$ cat config.mk
export PLATFORM = sky130hd
export DESIGN_NAME = fifo_ctrl_amisha_flat
export DESIGN_NICKNAME = d
export VERILOG_FILES = /design/src/rtl/fifo_ctrl_amisha_pkg.sv /design/src/rtl/fifo_ctrl_amisha_if.sv /design/src/rtl/fifo_ptr_amisha.sv /design/src/rtl/fifo_ctrl_amisha.sv /design/src/flat_wrapper.sv
export SDC_FILE = /design/constraint.sdc
export NUM_CORES = 1
export LEC_CHECK = 0
export ABC_AREA = 1
export BUFFER_PORTS_ARGS = -buffer_cell sky130_fd_sc_hd__buf_4
export CAP_MARGIN = 5
export CORE_AREA = 2 2 39 41
export CTS_CLUSTER_DIAMETER = 200
export DETAILED_ROUTE_END_ITERATION = 7
export DIE_AREA = 0 0 41 43
export GPL_TIMING_DRIVEN = 0
export SLEW_MARGIN = 10
export SYNTH_ARGS = -nofsm -noshare
export SYNTH_HDL_FRONTEND = slang
export SYNTH_SLANG_ARGS = --single-unit
$ cat constraint.sdc
create_clock -name clk_amisha -period 1.8 [get_ports clk_amisha]
set_clock_uncertainty 0.1 [all_clocks]
set_input_delay 0.27 -clock clk_amisha [delete_from_list [all_inputs] [get_ports clk_amisha]]
set_output_delay 0.27 -clock clk_amisha [all_outputs]
set_load 0.02 [all_outputs]
$ cat src/rtl/fifo_ctrl_amisha_pkg.sv
// Shared constants and the push/pop op-code for the FIFO pointer/flag controller.
package fifo_pkg_amisha;

    localparam int W_DEF_AMISHA      = 2;
    localparam int AF_LVL_DEF_AMISHA = 3;

    // Encoded as {push_ok, pop_ok} so the decode is a plain cast.
    typedef enum logic [1:0] {
        OP_NOP  = 2'b00,
        OP_POP  = 2'b01,
        OP_PUSH = 2'b10,
        OP_BOTH = 2'b11
    } op_e;

endpackage

$ cat src/rtl/fifo_ctrl_amisha_if.sv
// Handshake/status bundle between the FIFO wrapper and its pointer/flag controller.
// Optional ovf/udf status appears only when FIFO_CTRL_ERR_FLAG_EN is defined.
interface fifo_ctrl_amisha_if #(
    parameter int W_amisha = fifo_pkg_amisha::W_DEF_AMISHA
);
    logic                wr_amisha;
    logic                rd_amisha;
    logic                wr_en_amisha;
    logic [W_amisha-1:0] w_addr_amisha;
    logic [W_amisha-1:0] r_addr_amisha;
    logic                empty_amisha;
    logic                full_amisha;
    logic                almost_full_amisha;
    logic [W_amisha:0]   count_amisha;
`ifdef FIFO_CTRL_ERR_FLAG_EN
    logic                ovf_amisha;
    logic                udf_amisha;
`endif

    modport slave (
        input  wr_amisha, rd_amisha,
        output wr_en_amisha, w_addr_amisha, r_addr_amisha,
               empty_amisha, full_amisha, almost_full_amisha, count_amisha
`ifdef FIFO_CTRL_ERR_FLAG_EN
        , output ovf_amisha, udf_amisha
`endif
    );

    modport master (
        output wr_amisha, rd_amisha,
        input  wr_en_amisha, w_addr_amisha, r_addr_amisha,
               empty_amisha, full_amisha, almost_full_amisha, count_amisha
`ifdef FIFO_CTRL_ERR_FLAG_EN
        , input ovf_amisha, udf_amisha
`endif
    );

endinterface

$ cat src/rtl/fifo_ptr_amisha.sv
// W-bit wrapping pointer register with increment enable; D-1 wraps to 0 naturally.
module fifo_ptr_amisha #(
    parameter int W_amisha = fifo_pkg_amisha::W_DEF_AMISHA
) (
    input  logic                clk_amisha,
    input  logic                rst_n_amisha,
    input  logic                inc_amisha,
    output logic [W_amisha-1:0] ptr_amisha
);

    logic [W_amisha-1:0] ptr_q, ptr_d;

    always_comb begin
        ptr_d = ptr_q;
        if (inc_amisha) ptr_d = ptr_q + W_amisha'(1);
    end

    always_ff @(posedge clk_amisha or negedge rst_n_amisha) begin
        if (!rst_n_amisha) ptr_q <= '0;
        else               ptr_q <= ptr_d;
    end

    assign ptr_amisha = ptr_q;

endmodule

$ cat src/rtl/fifo_ctrl_amisha.sv
// Pointer/flag controller that turns a 2**W register file into a synchronous FIFO.
// Define FIFO_CTRL_ERR_FLAG_EN to add sticky overflow/underflow flags.
module fifo_ctrl_amisha
    import fifo_pkg_amisha::*;
#(
    parameter int W_amisha      = W_DEF_AMISHA,
    parameter int AF_LVL_amisha = AF_LVL_DEF_AMISHA
) (
    input  logic             clk_amisha,
    input  logic             rst_n_amisha,
    fifo_ctrl_amisha_if.slave bus
);

    localparam logic [W_amisha:0] DEPTH = (W_amisha+1)'(2**W_amisha);
    localparam logic [W_amisha:0] AF_LVL = (W_amisha+1)'(AF_LVL_amisha);

    logic [W_amisha:0]   count_q, count_d;
    logic                empty_q, empty_d;
    logic                full_q,  full_d;
    logic                push_ok, pop_ok;
    logic [W_amisha-1:0] w_ptr, r_ptr;
    op_e                 op;

    // A push into a full FIFO is legal when the same cycle frees a slot.
    assign push_ok = bus.wr_amisha & (~full_q | bus.rd_amisha);
    assign pop_ok  = bus.rd_amisha & ~empty_q;
    assign op      = op_e'({push_ok, pop_ok});

    always_comb begin
        count_d = count_q;
        empty_d = empty_q;
        full_d  = full_q;
        case (op)
            OP_PUSH: begin
                count_d = count_q + (W_amisha+1)'(1);
                empty_d = 1'b0;
                full_d  = (count_d == DEPTH);
            end
            OP_POP: begin
                count_d = count_q - (W_amisha+1)'(1);
                full_d  = 1'b0;
                empty_d = (count_d == '0);
            end
            default: ;
        endcase
    end

    always_ff @(posedge clk_amisha or negedge rst_n_amisha) begin
        if (!rst_n_amisha) begin
            count_q <= '0;
            empty_q <= 1'b1;
            full_q  <= 1'b0;
        end else begin
            count_q <= count_d;
            empty_q <= empty_d;
            full_q  <= full_d;
        end
    end

    fifo_ptr_amisha #(.W_amisha(W_amisha)) u_w_ptr (
        .clk_amisha   (clk_amisha),
        .rst_n_amisha (rst_n_amisha),
        .inc_amisha   (push_ok),
        .ptr_amisha   (w_ptr)
    );

    fifo_ptr_amisha #(.W_amisha(W_amisha)) u_r_ptr (
        .clk_amisha   (clk_amisha),
        .rst_n_amisha (rst_n_amisha),
        .inc_amisha   (pop_ok),
        .ptr_amisha   (r_ptr)
    );

    assign bus.wr_en_amisha       = push_ok;
    assign bus.w_addr_amisha      = w_ptr;
    assign bus.r_addr_amisha      = r_ptr;
    assign bus.empty_amisha       = empty_q;
    assign bus.full_amisha        = full_q;
    assign bus.count_amisha       = count_q;
    assign bus.almost_full_amisha = (count_q >= AF_LVL);

`ifdef FIFO_CTRL_ERR_FLAG_EN
    logic ovf_q, ovf_d;
    logic udf_q, udf_d;

    always_comb begin
        ovf_d = ovf_q | (bus.wr_amisha & full_q & ~bus.rd_amisha);
        udf_d = udf_q | (bus.rd_amisha & empty_q);
    end

    always_ff @(posedge clk_amisha or negedge rst_n_amisha) begin
        if (!rst_n_amisha) begin
            ovf_q <= 1'b0;
            udf_q <= 1'b0;
        end else begin
            ovf_q <= ovf_d;
            udf_q <= udf_d;
        end
    end

    assign bus.ovf_amisha = ovf_q;
    assign bus.udf_amisha = udf_q;
`endif

endmodule

$ cat src/flat_wrapper.sv
// flat-port wrapper written by rule: the top's interface ports become plain ports
module fifo_ctrl_amisha_flat import fifo_pkg_amisha::*;
#(
    parameter int W_amisha      = W_DEF_AMISHA,
    parameter int AF_LVL_amisha = AF_LVL_DEF_AMISHA
)
  (clk_amisha, rst_n_amisha, bus_wr_amisha, bus_rd_amisha, bus_wr_en_amisha, bus_w_addr_amisha, bus_r_addr_amisha, bus_empty_amisha, bus_full_amisha, bus_almost_full_amisha, bus_count_amisha);
  fifo_ctrl_amisha_if #(.W_amisha(W_amisha)) bus_i ();
  input  logic clk_amisha;
  input  logic rst_n_amisha;
  input wire logic [$bits(bus_i.wr_amisha)-1:0] bus_wr_amisha;
  input wire logic [$bits(bus_i.rd_amisha)-1:0] bus_rd_amisha;
  output wire logic [$bits(bus_i.wr_en_amisha)-1:0] bus_wr_en_amisha;
  output wire logic [$bits(bus_i.w_addr_amisha)-1:0] bus_w_addr_amisha;
  output wire logic [$bits(bus_i.r_addr_amisha)-1:0] bus_r_addr_amisha;
  output wire logic [$bits(bus_i.empty_amisha)-1:0] bus_empty_amisha;
  output wire logic [$bits(bus_i.full_amisha)-1:0] bus_full_amisha;
  output wire logic [$bits(bus_i.almost_full_amisha)-1:0] bus_almost_full_amisha;
  output wire logic [$bits(bus_i.count_amisha)-1:0] bus_count_amisha;
  assign bus_i.wr_amisha = bus_wr_amisha;
  assign bus_i.rd_amisha = bus_rd_amisha;
  assign bus_wr_en_amisha = bus_i.wr_en_amisha;
  assign bus_w_addr_amisha = bus_i.w_addr_amisha;
  assign bus_r_addr_amisha = bus_i.r_addr_amisha;
  assign bus_empty_amisha = bus_i.empty_amisha;
  assign bus_full_amisha = bus_i.full_amisha;
  assign bus_almost_full_amisha = bus_i.almost_full_amisha;
  assign bus_count_amisha = bus_i.count_amisha;
  fifo_ctrl_amisha #(.W_amisha(W_amisha), .AF_LVL_amisha(AF_LVL_amisha)) u_core (.clk_amisha(clk_amisha), .rst_n_amisha(rst_n_amisha), .bus(bus_i));
endmodule
Word level (Yosys, flattened, before mapping)
Index checks and enable logic that the tools add are counted.
{ "word_totals": {"reg_bits": 9} }
{ "op_classes": {"n_eq_ne": 3, "addsub": 4, "reduce_logical": 2, "n_bitwise": 5, "muxes": 3, "order_cmp": 1} }
{ "ops": {"columns": ["op", "count"], "rows": [
  ["one-hot mux 3 bit (2 select lines)", 1],
  ["adder 2 x 1 -> 2 bit, second input constant", 2],
  ["one-hot mux 1 bit (2 select lines)", 2],
  ["adder 3 x 1 -> 3 bit, second input constant", 1],
  ["equality test 3 bit, second input constant", 1],
  ["greater-or-equal comparator 3 x 2 -> 1 bit, second input constant", 1],
  ["zero test 3 bit", 1],
  ["subtractor 3 x 1 -> 3 bit, second input constant", 1],
  ["AND 1 bit", 2],
  ["equality test 2 x 1 -> 1 bit, second input constant", 1],
  ["equality test 2 bit, second input constant", 1],
  ["NOT 1 bit", 2],
  ["nonzero test 2 bit", 1],
  ["OR 1 bit", 1]
]} }

Depth between registers and ports, before layout
Gate-level depths: netlist of the first run.
{ "depth": {"depth_word": 5, "depth_mapped": 8, "mapped_depth_nobuf": 8} }

Cells and area by module
Synthesis of the first run repeated with hierarchy kept, for this count alone.
{ "hier_totals": {"cells_unflattened": 65, "area_unflattened_um2": 534.3} }
{ "by_module_without_submodules": {"columns": ["module", "seq_area_each_um2", "instances", "cells_per_inst", "area_each_um2"], "rows": [
  ["fifo_ctrl_amisha", 126.4, 1, 45, 366.6],
  ["fifo_ptr_amisha", 50.0, 2, 10, 83.8]
]} }

Least setup slack after synthesis of the first run
No wires, ideal clock.
{ "synth_path": {"kind": "register to register", "start": "register u_core.empty_q, in the netlist u_core.bus.empty_amisha", "end": "register u_core.empty_q, in the netlist u_core.bus.empty_amisha", "path_buffers": 0, "path_slack_ps": 234, "t_arrival_ps": 1394, "setup_ps": 72, "t_required_ps": 1628, "stages_incl_launch_ff": 8, "path_cell_list": "dfstp_2 -> inv_1 -> nand2_1 -> inv_2 -> ha_1 -> inv_2 -> nand3_1 -> o21ai_1"} }
{ "synth_between": {"elab_chain_len": 4, "elab_cells_between_ends": 6, "classes_between": "eq/ne (2); mux (1); bitwise (2); reduce/logical (1)"} }
{ "synth_rtl": {"columns": ["item", "line", "source"], "rows": [
  ["start, declared", "fifo_ctrl_amisha.sv:18", "logic empty_q, empty_d;"],
  ["start signal, assigned", "fifo_ctrl_amisha.sv:55", "empty_q <= empty_d;"],
  ["NOT 1 bit *", "fifo_ctrl_amisha.sv:26", "assign pop_ok = bus.rd_amisha & ~empty_q;"],
  ["AND 1 bit *", "fifo_ctrl_amisha.sv:26", null],
  ["named net u_core.pop_ok", "fifo_ctrl_amisha.sv:20", "logic push_ok, pop_ok;"],
  ["equality test 2 x 1 -> 1 bit / equality test 2 bit (equally long branches)", "fifo_ctrl_amisha.sv:33", "case (op)"],
  ["one-hot mux 1 bit (2 select lines) / nonzero test 2 bit (equally long branches)", null, null]
]} }
The timed path passes the listed nets; every way through them passes the cells marked *.
A chain may end at the register's enable or synchronous reset.

Worst setup path after layout of the first run
{ "layout_path": {"start": "register u_core.count_q[1], in the netlist u_core.bus.count_amisha[1]", "end": "output port bus_almost_full_amisha"} }
{ "layout_between": {"elab_chain_len": 1} }
{ "layout_rtl": {"columns": ["item", "line", "source"], "rows": [
  ["start, declared", "fifo_ctrl_amisha.sv:17", "logic [W_amisha:0] count_q, count_d;"],
  ["start signal, assigned", "fifo_ctrl_amisha.sv:54", "count_q <= count_d;"],
  ["greater-or-equal comparator 3 x 2 -> 1 bit", "fifo_ctrl_amisha.sv:80", "assign bus.almost_full_amisha = (count_q >= AF_LVL);"],
  ["end, declared", "flat_wrapper.sv:18", "output wire logic [$bits(bus_i.almost_full_amisha)-1:0] bus_almost_full_amisha;"]
]} }
No other way between the ends.

==> results.json, run 1 <==
{
  "synthFlopType": "dfrtp_1",
  "drive_gt1_share_pct": 35.3,
  "synth-edff-count": 0,
  "synth_cell_types": 15,
  "fp.coreArea_sq_um": 1380,
  "cts_buffers": 3,
  "synth_top_area_share_pct": 37.2,
  "drt_first_iter_violations": 3,
  "avgSynthCellArea_sq_um": 8.41,
  "path_class": "flip-flop to output pin",
  "diodes": 0,
  "routed_wl_um": 977,
  "hold_slack_ns": 0.199,
  "arrival_ns": 1.35,
  "max_cap_viol_count": 0,
  "ir_worst_vdd_mv": 0.704,
  "synthTopCellsByArea": "dfrtp_1 37%, ha_1 16%, nand2_1 13%",
  "wl_per_cell_um": 9.67,
  "syn_inst": 64,
  "drv_slew": 0,
  "track_usage_pct": 14.1,
  "cp_max_fo": 4,
  "drc": 0,
  "start_util_pct": 38.9,
  "fin_tns_setup_ns": 0,
  "power_density_nw_per_um2": 1700,
  "clkPwrFrac_pct": 12.6,
  "p_switching_mw": 0.546,
  "num_vias": 461,
  "seq_power_share_pct": 30.6,
  "die_y_um": 43,
  "tightestPinTransition_ns": 0.192,
  "io_pins": 15,
  "grt.overflow.total": 0,
  "rows": 14,
  "synth_area_sq_um": 538,
  "yosysSeqAreaShare_pct": 42.1,
  "status": "complete, no violations",
  "hold_class": "primary input to flip-flop",
  "relSlewSlack_pct": 87.2,
  "setup_viol": 0,
  "grt_antenna_before_repair": 0,
  "fin_nets": 97,
  "yosys_warnings": 0,
  "cts_max_level": 1,
  "io_buffers": 14,
  "grt_pass1_vias": 387,
  "synthTopCellsByCount": "19 x nand2_1, 8 x dfrtp_1, 7 x ha_1, 7 x inv_1, 5 x inv_2",
  "max_freq_mhz": 583,
  "synthToLayoutAreaGrowth_pct": 34.2,
  "antenna_left": 0,
  "sw_frac_of_total_pct": 44.4,
  "period_needed_ns": 1.72,
  "cts.clk_slew.worst_paths_ns": 0.06,
  "cp-start-kind": "flip-flop",
  "p_leak_nw": 0.393,
  "clk_latency_ns": 0.27,
  "routabilityCongestion": 0.766,
  "tritoncts": "built",
  "place_hpwl_um": 771,
  "die-width_um": 41,
  "yosys_register_bits": 9,
  "endpoint_kind": "output pin",
  "clock-sinks": 9,
  "final_hold_viol_count": 0,
  "synth.net_count": 75,
  "dieArea_sq_um": 1760,
  "grt_pass1_wl_um": 1570,
  "async_flop_share_pct": 100,
  "viasPerCell": 4.56,
  "synth_largest_area_cell": "dfrtp_1",
  "clockBufferDepth": 2,
  "grt_max_degree": 10,
  "yosysMostFrequentCell": "nand2_1",
  "firstDrtPassIters": 2,
  "pwr-share-comb_pct": 56.8,
  "finalCritPeriodShare_pct": 95.3,
  "rsz0062_at_grt": "false",
  "cp.required_ns": 1.43,
  "p_int_mw": 0.683,
  "cts_root_buf": "clkbuf_4"
}
[flip-flops by register name (all words and copies together) (netlist names)]
signal,count
u_core.u_w_ptr.ptr_amisha,2
u_core.u_r_ptr.ptr_amisha,2
u_core.bus.empty_amisha,1
u_core.bus.full_amisha,1
u_core.bus.count_amisha,3
[power by group through the flow]
| stage | Clock [mW] | Sequential [mW] | Combinational [mW] |
|---|---|---|---|
| 6_report | 0.155 | 0.376 | 0.698 |
| 5_1_grt | 0.172 | 0.395 | 0.775 |
| 4_1_cts | 0.162 | 0.378 | 0.666 |
| 3_5_place_dp | 0 | 0.382 | 0.662 |
| 3_3_place_gp | 0 | 0.379 | 0.652 |
| 2_1_floorplan | 0 | 0.478 | 0.318 |
[cell type report]
class / instances / area, sq um
Clock buffer: 4 / 26.3
Tap cell: 16 / 20.0
Multi-Input combinational cell: 43 / 274
Timing Repair Buffer: 17 / 130
Fill cell: 140 / 662
Inverter: 12 / 45.0
Sequential cell: 9 / 226
[cell families after synthesis]
group	synth area share, %
buf+inv	8.37
flops	42.1
simple gates	19.1
compound gates	9.30
fa+ha+maj	16.3
xor+xnor	4.88
[final timing paths]
| path | from | end | slack [ns] | cells after the start |
|---|---|---|---|---|
| max in group asynchronous | rst_n_amisha | u_core.bus.empty_amisha$_DFFE_PN1P_ | 1.12 | 2 |
| max | u_core.bus.count_amisha[1]$_DFFE_PN0P_ | bus_almost_full_amisha | 0.08 | 5 |
| min in group asynchronous | rst_n_amisha | u_core.bus.count_amisha[2]$_DFFE_PN0P_ | 0.25 | 2 |
| min reg2reg | u_core.bus.empty_amisha$_DFFE_PN1P_ | u_core.bus.empty_amisha$_DFFE_PN1P_ | 0.38 | 2 |
| min | bus_wr_amisha | u_core.u_w_ptr.ptr_amisha[1]$_DFFE_PN0P_ | 0.20 | 4 |
| max reg2reg | u_core.bus.empty_amisha$_DFFE_PN1P_ | u_core.bus.empty_amisha$_DFFE_PN1P_ | 0.20 | 7 |
[per-layer routing]
layer	track usage (%)	vias to the layer above	wire [um]	part of all wire (%)
met2	17.2	9	445	46
met5	0	-	0	0
li1	-	242	-	-
met4	6.00	0	13	1.3
met1	19.0	207	447	46
met3	9.42	3	69	7.1
[worst max-delay path: stages (launching register included)]
cell	delay, ns
dfrtp_1	0.41
ha_2	0.20
ha_2	0.17
nor2_2	0.09
o21ai_1	0.07
buf_4	0.15
[cell usage in the layout (no fill, tap or decap), drive strengths merged]
cell	instances
a21oi	1
nor2	1
clkbuf	4
a21boi	1
nand3b	1
nand3	4
dfstp	1
xor2	3
dlygate4sd3	1
nand2	19
buf	16
dfrtp	8
inv	12
o21ai	6
ha	7
[metrics by stage]
step           total power, mW  std cells  util (%)  setup slack [ns]  cell area, sq um
5_1_grt                   1.34        101      52.2            0.0145               722
3_5_place_dp              1.04         94      47.9             0.207               663
3_3_place_gp              1.03         94      47.9             0.195               663
2_1_floorplan            0.795         64         -             0.234               538
4_1_cts                   1.21         99      50.5            0.0295               699
6_report                  1.23        101      52.2            0.0841               722
[repair_timing]
| action | in CTS | in global routing |
|---|---|---|
| hold buffers | 1 | 0 |
| resized for setup | 0 | 4 |
| setup endpoints to repair | 0 | 1 |
| setup buffers | 0 | 2 |
| hold endpoints to repair | 9 | 0 |
(Power assumes the default switching activity.)
==> run 2, diff against run 1 <==
- ABC_AREA: 1 -> default
==> run 2 against run 1 <==
Against the previous run: largest cell class unchanged; critical path depth unchanged; flip-flop and latch count stayed put; wire length down 14%; largest power group unchanged; via count down 18%; hold slack better by 0.013 ns; highest routed layer is now met3.
==> results.json, run 2 <==
{
  "status": "complete, no violations",
  "synthFlopType": "dfrtp_1",
  "synthTopCellsByCount": "8 x dfrtp_1, 7 x ha_1, 6 x nand2_1",
  "yosys_register_bits": 9,
  "ir_worst_vdd_mv": 0.751,
  "synth_top_family_by_area": "simple AND/OR/NAND/NOR gates",
  "synth_area_sq_um": 523,
  "final-seq-area_sq_um": 228,
  "synth.net_count": 61,
  "clockBufferDepth": 2,
  "tritoncts": "built",
  "sw_frac_of_total_pct": 41.1,
  "synth-edff-count": 0,
  "fillers": 137,
  "clkPwrFrac_pct": 12.0,
  "antenna_left": 0,
  "avgSynthCellArea_sq_um": 10.5,
  "final_cell_mix": "16 x buf_4, 7 x dfrtp_1, 6 x nand2_1, 6 x ha_1, 5 x xnor2_1",
  "cts_max_level": 1,
  "max_freq_mhz": 589,
  "p_leak_nw": 0.348,
  "largest_register_ffs": 3,
  "synth_simple_gate_area_share_pct": 18.2,
  "diodes": 0,
  "async_flop_share_pct": 100,
  "die_y_um": 43,
  "fin_tns_setup_ns": 0,
  "cp_max_fo": 2,
  "max_stage_delay_ns": 0.39,
  "die-width_um": 41,
  "setup_viol": 0,
  "drv_slew": 0,
  "routed_wl_um": 837,
  "final_common_cell": "buf_4",
  "syn_inst": 50,
  "synth-xor-area-share_pct": 10.0,
  "dieArea_sq_um": 1760,
  "viasPerCell": 4.33,
  "track_usage_pct": 12.9,
  "cp-start-kind": "flip-flop",
  "cts_buffers": 3,
  "synthAdderAreaFrac_pct": 16.7,
  "fin_nets": 83,
  "hold_class": "primary input to flip-flop",
  "grt_antenna_before_repair": 0,
  "p_int_mw": 0.727,
  "cts_root_buf": "clkbuf_4",
  "tightestPinTransition_ns": 0.222,
  "fp.coreArea_sq_um": 1380,
  "synth_cell_types": 20,
  "p_switching_mw": 0.508,
  "slowest_stage": "dfrtp_1",
  "rows": 14,
  "drc": 0,
  "cp.required_ns": 1.43,
  "rsz0062_at_grt": "false",
  "synth_top_area_share_pct": 38.3,
  "period_needed_ns": 1.70,
  "num_vias": 377,
  "power_density_nw_per_um2": 1760,
  "hold_slack_ns": 0.212,
  "synth_largest_area_cell": "dfrtp_1",
  "drt_first_iter_violations": 7,
  "io_pins": 15,
  "path_class": "flip-flop to output pin",
  "seq_power_share_pct": 31.6,
  "drive_gt1_share_pct": 35.2,
  "synth_compound_area_share_pct": 7.89,
  "start_util_pct": 37.8,
  "place_hpwl_um": 670,
  "yosysSeqAreaShare_pct": 43.3,
  "arrival_ns": 1.33,
  "synthToLayoutAreaGrowth_pct": 34.4,
  "firstDrtPassIters": 4,
  "wl_per_cell_um": 9.62,
  "max_cap_viol_count": 0,
  "clock-sinks": 9,
  "relSlewSlack_pct": 85.0,
  "yosys_warnings": 0,
  "final_util_pct": 50.8,
  "grt_max_degree": 11,
  "grt.overflow.total": 0,
  "endpoint_kind": "output pin",
  "synthTopCellsByArea": "dfrtp_1 38%, ha_1 17%, xnor2_1 8.4%",
  "routabilityCongestion": 0.726,
  "yosysMostFrequentCell": "dfrtp_1",
  "io_buffers": 14,
  "synth.mux.area_fraction_pct": 0,
  "clk_latency_ns": 0.25,
  "finalCritPeriodShare_pct": 94.3,
  "multi_input_area_sq_um": 279,
  "final_hold_viol_count": 0,
  "crit_path_cell_trace": "ha_2 -> ha_1 -> nor2_1 -> o21ai_0 -> buf_4",
  "fin_total_pwr_mw": 1.24,
  "grt_pass1_vias": 394,
  "grt_pass1_wl_um": 1510,
  "pwr-share-comb_pct": 56.3,
  "cts.clk_slew.worst_paths_ns": 0.06
}
[run 2: cell types whose count changed after synthesis, moves of 3 or more]
cell     previous run  this run
inv_1               7         4
xnor2_1             0         5
nand2_1            19         6
inv_2               5         0
[run 2: kinds of logic after synthesis]
| kind of cell | count (synthesis) |
|---|---|
| AO/OA/AOI/OAI | 7 |
| adder cells (fa/ha/maj) | 7 |
| AND/OR/NAND/NOR | 16 |
| XOR/XNOR | 6 |
| flip-flops | 9 |
| buffers and inverters | 5 |
[run 2: area by class of cell]
type | count | share of cell area (%)
Buffer | 1 | 0.712
Clock buffer | 4 | 3.74
Inverter | 4 | 2.14
Multi-Input combinational cell | 36 | 39.7
Sequential cell | 9 | 32.4
Tap cell | 16 | 2.85
Timing Repair Buffer | 17 | 18.5
[run 2: path summary, 6_finish.rpt]
| check | slack [ns] | endpoint | cells after the start | from |
|---|---|---|---|---|
| worst max-delay path | 0.10 | bus_almost_full_amisha | 5 | u_core.bus.count_amisha[0]$_DFFE_PN0P_ |
| worst min-delay path | 0.21 | u_core.u_w_ptr.ptr_amisha[1]$_DFFE_PN0P_ | 3 | bus_wr_amisha |
| worst max register to register | 0.24 | u_core.bus.count_amisha[0]$_DFFE_PN0P_ | 6 | u_core.bus.full_amisha$_DFFE_PN0P_ |
| worst min register to register | 0.37 | u_core.u_r_ptr.ptr_amisha[1]$_DFFE_PN0P_ | 1 | u_core.u_r_ptr.ptr_amisha[1]$_DFFE_PN0P_ |
| max in group asynchronous | 1.11 | u_core.bus.empty_amisha$_DFFE_PN1P_ | 2 | rst_n_amisha |
| min in group asynchronous | 0.27 | u_core.u_w_ptr.ptr_amisha[1]$_DFFE_PN0P_ | 2 | rst_n_amisha |
[run 2: repair_timing]
| item | CTS | global route |
|---|---|---|
| endpoints found under the hold margin | 9 | 0 |
| endpoints found under the setup margin | 1 | 1 |
| gates resized for setup | 0 | 2 |
| buffers inserted | 1 | 1 |
| hold buffers | 1 | 0 |
[run 2: power by group through the flow]
stage               Sequential, mW  Clock [mW]  Combinational [mW]
floorplan                    0.503           0               0.316
global placement             0.401           0               0.652
detailed placement           0.405           0               0.654
CTS                          0.392       0.159               0.689
global route                 0.407       0.169               0.784
finish                       0.391       0.148               0.696
[run 2: metal layers]
metal  vias to the layer above  global-route usage [%]  part of all wire [%]
met2                         5                    18.1                    52
met5                         -                       0                     0
li1                        203                       -                     -
met3                         0                    7.85                   4.7
met1                       169                    15.9                    43
met4                         0                    4.00                     0
[run 2: critical path: cells and delay by family (launching register included)]
kind / cells / cell delay, ns
flops: 1 / 0.39
fa+ha+maj: 2 / 0.37
buf+inv: 1 / 0.16
compound gates: 1 / 0.08
simple gates: 1 / 0.07
[run 2: per-stage QoR]
step	std cells	instance area, sq um	setup WS, ns
floorplan	50	523	0.225
global placement	80	648	0.238
detailed placement	80	648	0.222
CTS	86	692	0.0305
global route	87	703	0.000175
finish	87	703	0.103
==> run 3, diff against run 2 <==
- ABC_AREA: default -> 1
- CAP_MARGIN: 5 -> default
- PLACE_DENSITY_LB_ADDON: default -> 0.25
==> run 3 against run 2 <==
Against the previous run: register-to-register slack got worse by 0.05 ns; core utilization increased by 0.81 points; clock power is 9% higher; first-iteration DRC count decreased by 14%; non-clock buffer count is 2 lower; cell area increased by 1.6%; hold slack got worse by 0.0091 ns; wire length rose by 28%; sequential share of layout area is 0.69 points lower.
==> results.json, run 3 (synthesis gave the netlist of run 1 again) <==
{
  "fp.coreArea_sq_um": 1380,
  "min_delay_worst_endpoint": "u_core.u_w_ptr.ptr_amisha[0]$_DFFE_PN0P_",
  "drive_gt1_share_pct": 34.5,
  "dieArea_sq_um": 1760,
  "cts_root_buf": "clkbuf_4",
  "io_buffers": 14,
  "endpoint_kind": "output pin",
  "fin_nets": 96,
  "hold_depth": 4,
  "arrival_ns": 1.36,
  "cts_max_level": 1,
  "final_cell_mix": "19 x nand2_1, 15 x buf_4, 8 x dfrtp_1",
  "start_util_pct": 38.9,
  "grt_max_degree": 10,
  "largest_register_ffs": 3,
  "final_common_cell": "nand2_1",
  "drt_first_iter_violations": 6,
  "status": "complete, no violations",
  "cp.required_ns": 1.43,
  "holdCritStartpoint": "bus_wr_amisha",
  "clockBufferDepth": 2,
  "cp_max_fo": 4,
  "routabilityCongestion": 0.729,
  "grt.overflow.total": 0,
  "final_hold_viol_count": 0,
  "track_usage_pct": 13.8,
  "cts.clk_slew.worst_paths_ns": 0.07,
  "cp-start-kind": "flip-flop",
  "die-width_um": 41,
  "tritoncts": "built",
  "p_leak_nw": 0.388,
  "die_y_um": 43,
  "slowest_stage": "dfrtp_1",
  "final-seq-area_sq_um": 226,
  "max_cap_viol_count": 0,
  "crit_path_frequent_cell": "ha_2",
  "clock-sinks": 9,
  "fin_total_pwr_mw": 1.23,
  "relSlewSlack_pct": 86.8,
  "max_freq_mhz": 576,
  "r2r-start": "u_core.bus.empty_amisha$_DFFE_PN1P_",
  "place_hpwl_um": 806,
  "grt_antenna_before_repair": 0,
  "num_vias": 461,
  "hold_class": "primary input to flip-flop",
  "cts_buffers": 3,
  "wl_per_cell_um": 10.7,
  "ir_worst_vdd_mv": 0.849,
  "routed_wl_um": 1070,
  "grt_pass1_vias": 423,
  "max_stage_delay_ns": 0.41,
  "antenna_left": 0,
  "grt_pass1_wl_um": 1610,
  "rows": 14,
  "diodes": 0,
  "viasPerCell": 4.61,
  "r2r-end": "u_core.bus.empty_amisha$_DFFE_PN1P_",
  "period_needed_ns": 1.73,
  "power_density_nw_per_um2": 1720,
  "tightestPinTransition_ns": 0.198,
  "io_pins": 15,
  "clk_latency_ns": 0.27,
  "path_class": "flip-flop to output pin",
  "rrSetupSlack_ns": 0.19,
  "firstDrtPassIters": 4,
  "multi_input_area_sq_um": 274,
  "synthToLayoutAreaGrowth_pct": 32.8,
  "r2r_cells": 7,
  "place_area_sq_um": 663,
  "drc": 0,
  "setup_viol": 0,
  "fillers": 136,
  "finalCritPeriodShare_pct": 96.4,
  "stdcell_area_sq_um": 714,
  "drv_slew": 0,
  "crit_path_cell_trace": "ha_2 -> ha_2 -> nor2_2 -> o21ai_1 -> buf_4"
}
-- run 3: cell types whose count changed in the layout (fill, tap and decap cells not counted), moves of 3 or more --
cell	previous run	this run
o21ai_0	3	0
xnor2_1	5	0
inv_2	0	5
o21ai_1	2	5
inv_1	4	7
nand2_1	6	19
-- run 3: layer usage --
metal | global-route usage [%] | vias to the layer above | part of all wire [%]
li1 | - | 238 | -
met1 | 19.1 | 204 | 47
met2 | 19.1 | 15 | 45
met3 | 3.14 | 4 | 6.3
met4 | 8.00 | 0 | 1.6
met5 | 0 | - | 0
-- run 3: report_power, final --
part           internal [mW]  leakage (nW)  switching [mW]  total, mW
logic                  0.294         0.264           0.390      0.684
clock network         0.0857        0.0150          0.0762      0.162
registers              0.292         0.109          0.0889      0.381
total                  0.672         0.388           0.556       1.23
-- run 3: through the flow --
stage	utilization [%]	setup TNS [ns]	std cells	setup slack (ns)	hold slack, ns
after floorplan	-	0	64	0.234	-0.126
after global placement	47.9	0	94	0.201	0.000299
after detailed placement	47.9	0	94	0.215	0.00155
after CTS	50.5	0	99	0.00964	0.210
after global routing	51.6	-0.00202	100	-0.00202	0.229
final	51.6	0	100	0.0653	0.203
-- run 3: cell type report --
| cell class | instances | area share [%] |
|---|---|---|
| Multi-Input combinational cell | 43 | 38.4 |
| Sequential cell | 9 | 31.7 |
| Timing Repair Buffer | 16 | 17.2 |
| Inverter | 12 | 6.30 |
| Clock buffer | 4 | 3.68 |
| Tap cell | 16 | 2.80 |
-- run 3: worst max path at each step --
stage / start / to / cells after the start
2_1_floorplan: u_core.bus.empty_amisha$_DFFE_PN1P_ / u_core.bus.empty_amisha$_DFFE_PN1P_ / 7
3_3_place_gp: u_core.bus.empty_amisha$_DFFE_PN1P_ / u_core.bus.empty_amisha$_DFFE_PN1P_ / 7
3_5_place_dp: u_core.bus.empty_amisha$_DFFE_PN1P_ / u_core.bus.empty_amisha$_DFFE_PN1P_ / 7
4_1_cts: u_core.bus.count_amisha[0]$_DFFE_PN0P_ / bus_almost_full_amisha / 5
5_1_grt: u_core.bus.count_amisha[1]$_DFFE_PN0P_ / bus_almost_full_amisha / 5
6_report: u_core.bus.count_amisha[1]$_DFFE_PN0P_ / bus_almost_full_amisha / 5
-- run 3: timing repair --
action / in CTS / in global routing
gates resized for setup: 0 / 4
endpoints found under the hold margin: 9 / 0
buffers inserted: 0 / 1
setup endpoints to repair: 0 / 1
hold buffers: 1 / 0
-- run 3: critical path: cells and delay by family (launching register included) --
kind            cells  cell delay (ns)
compound gates      1             0.06
fa+ha+maj           2             0.38
buf+inv             1             0.15
flops               1             0.41
simple gates        1             0.09
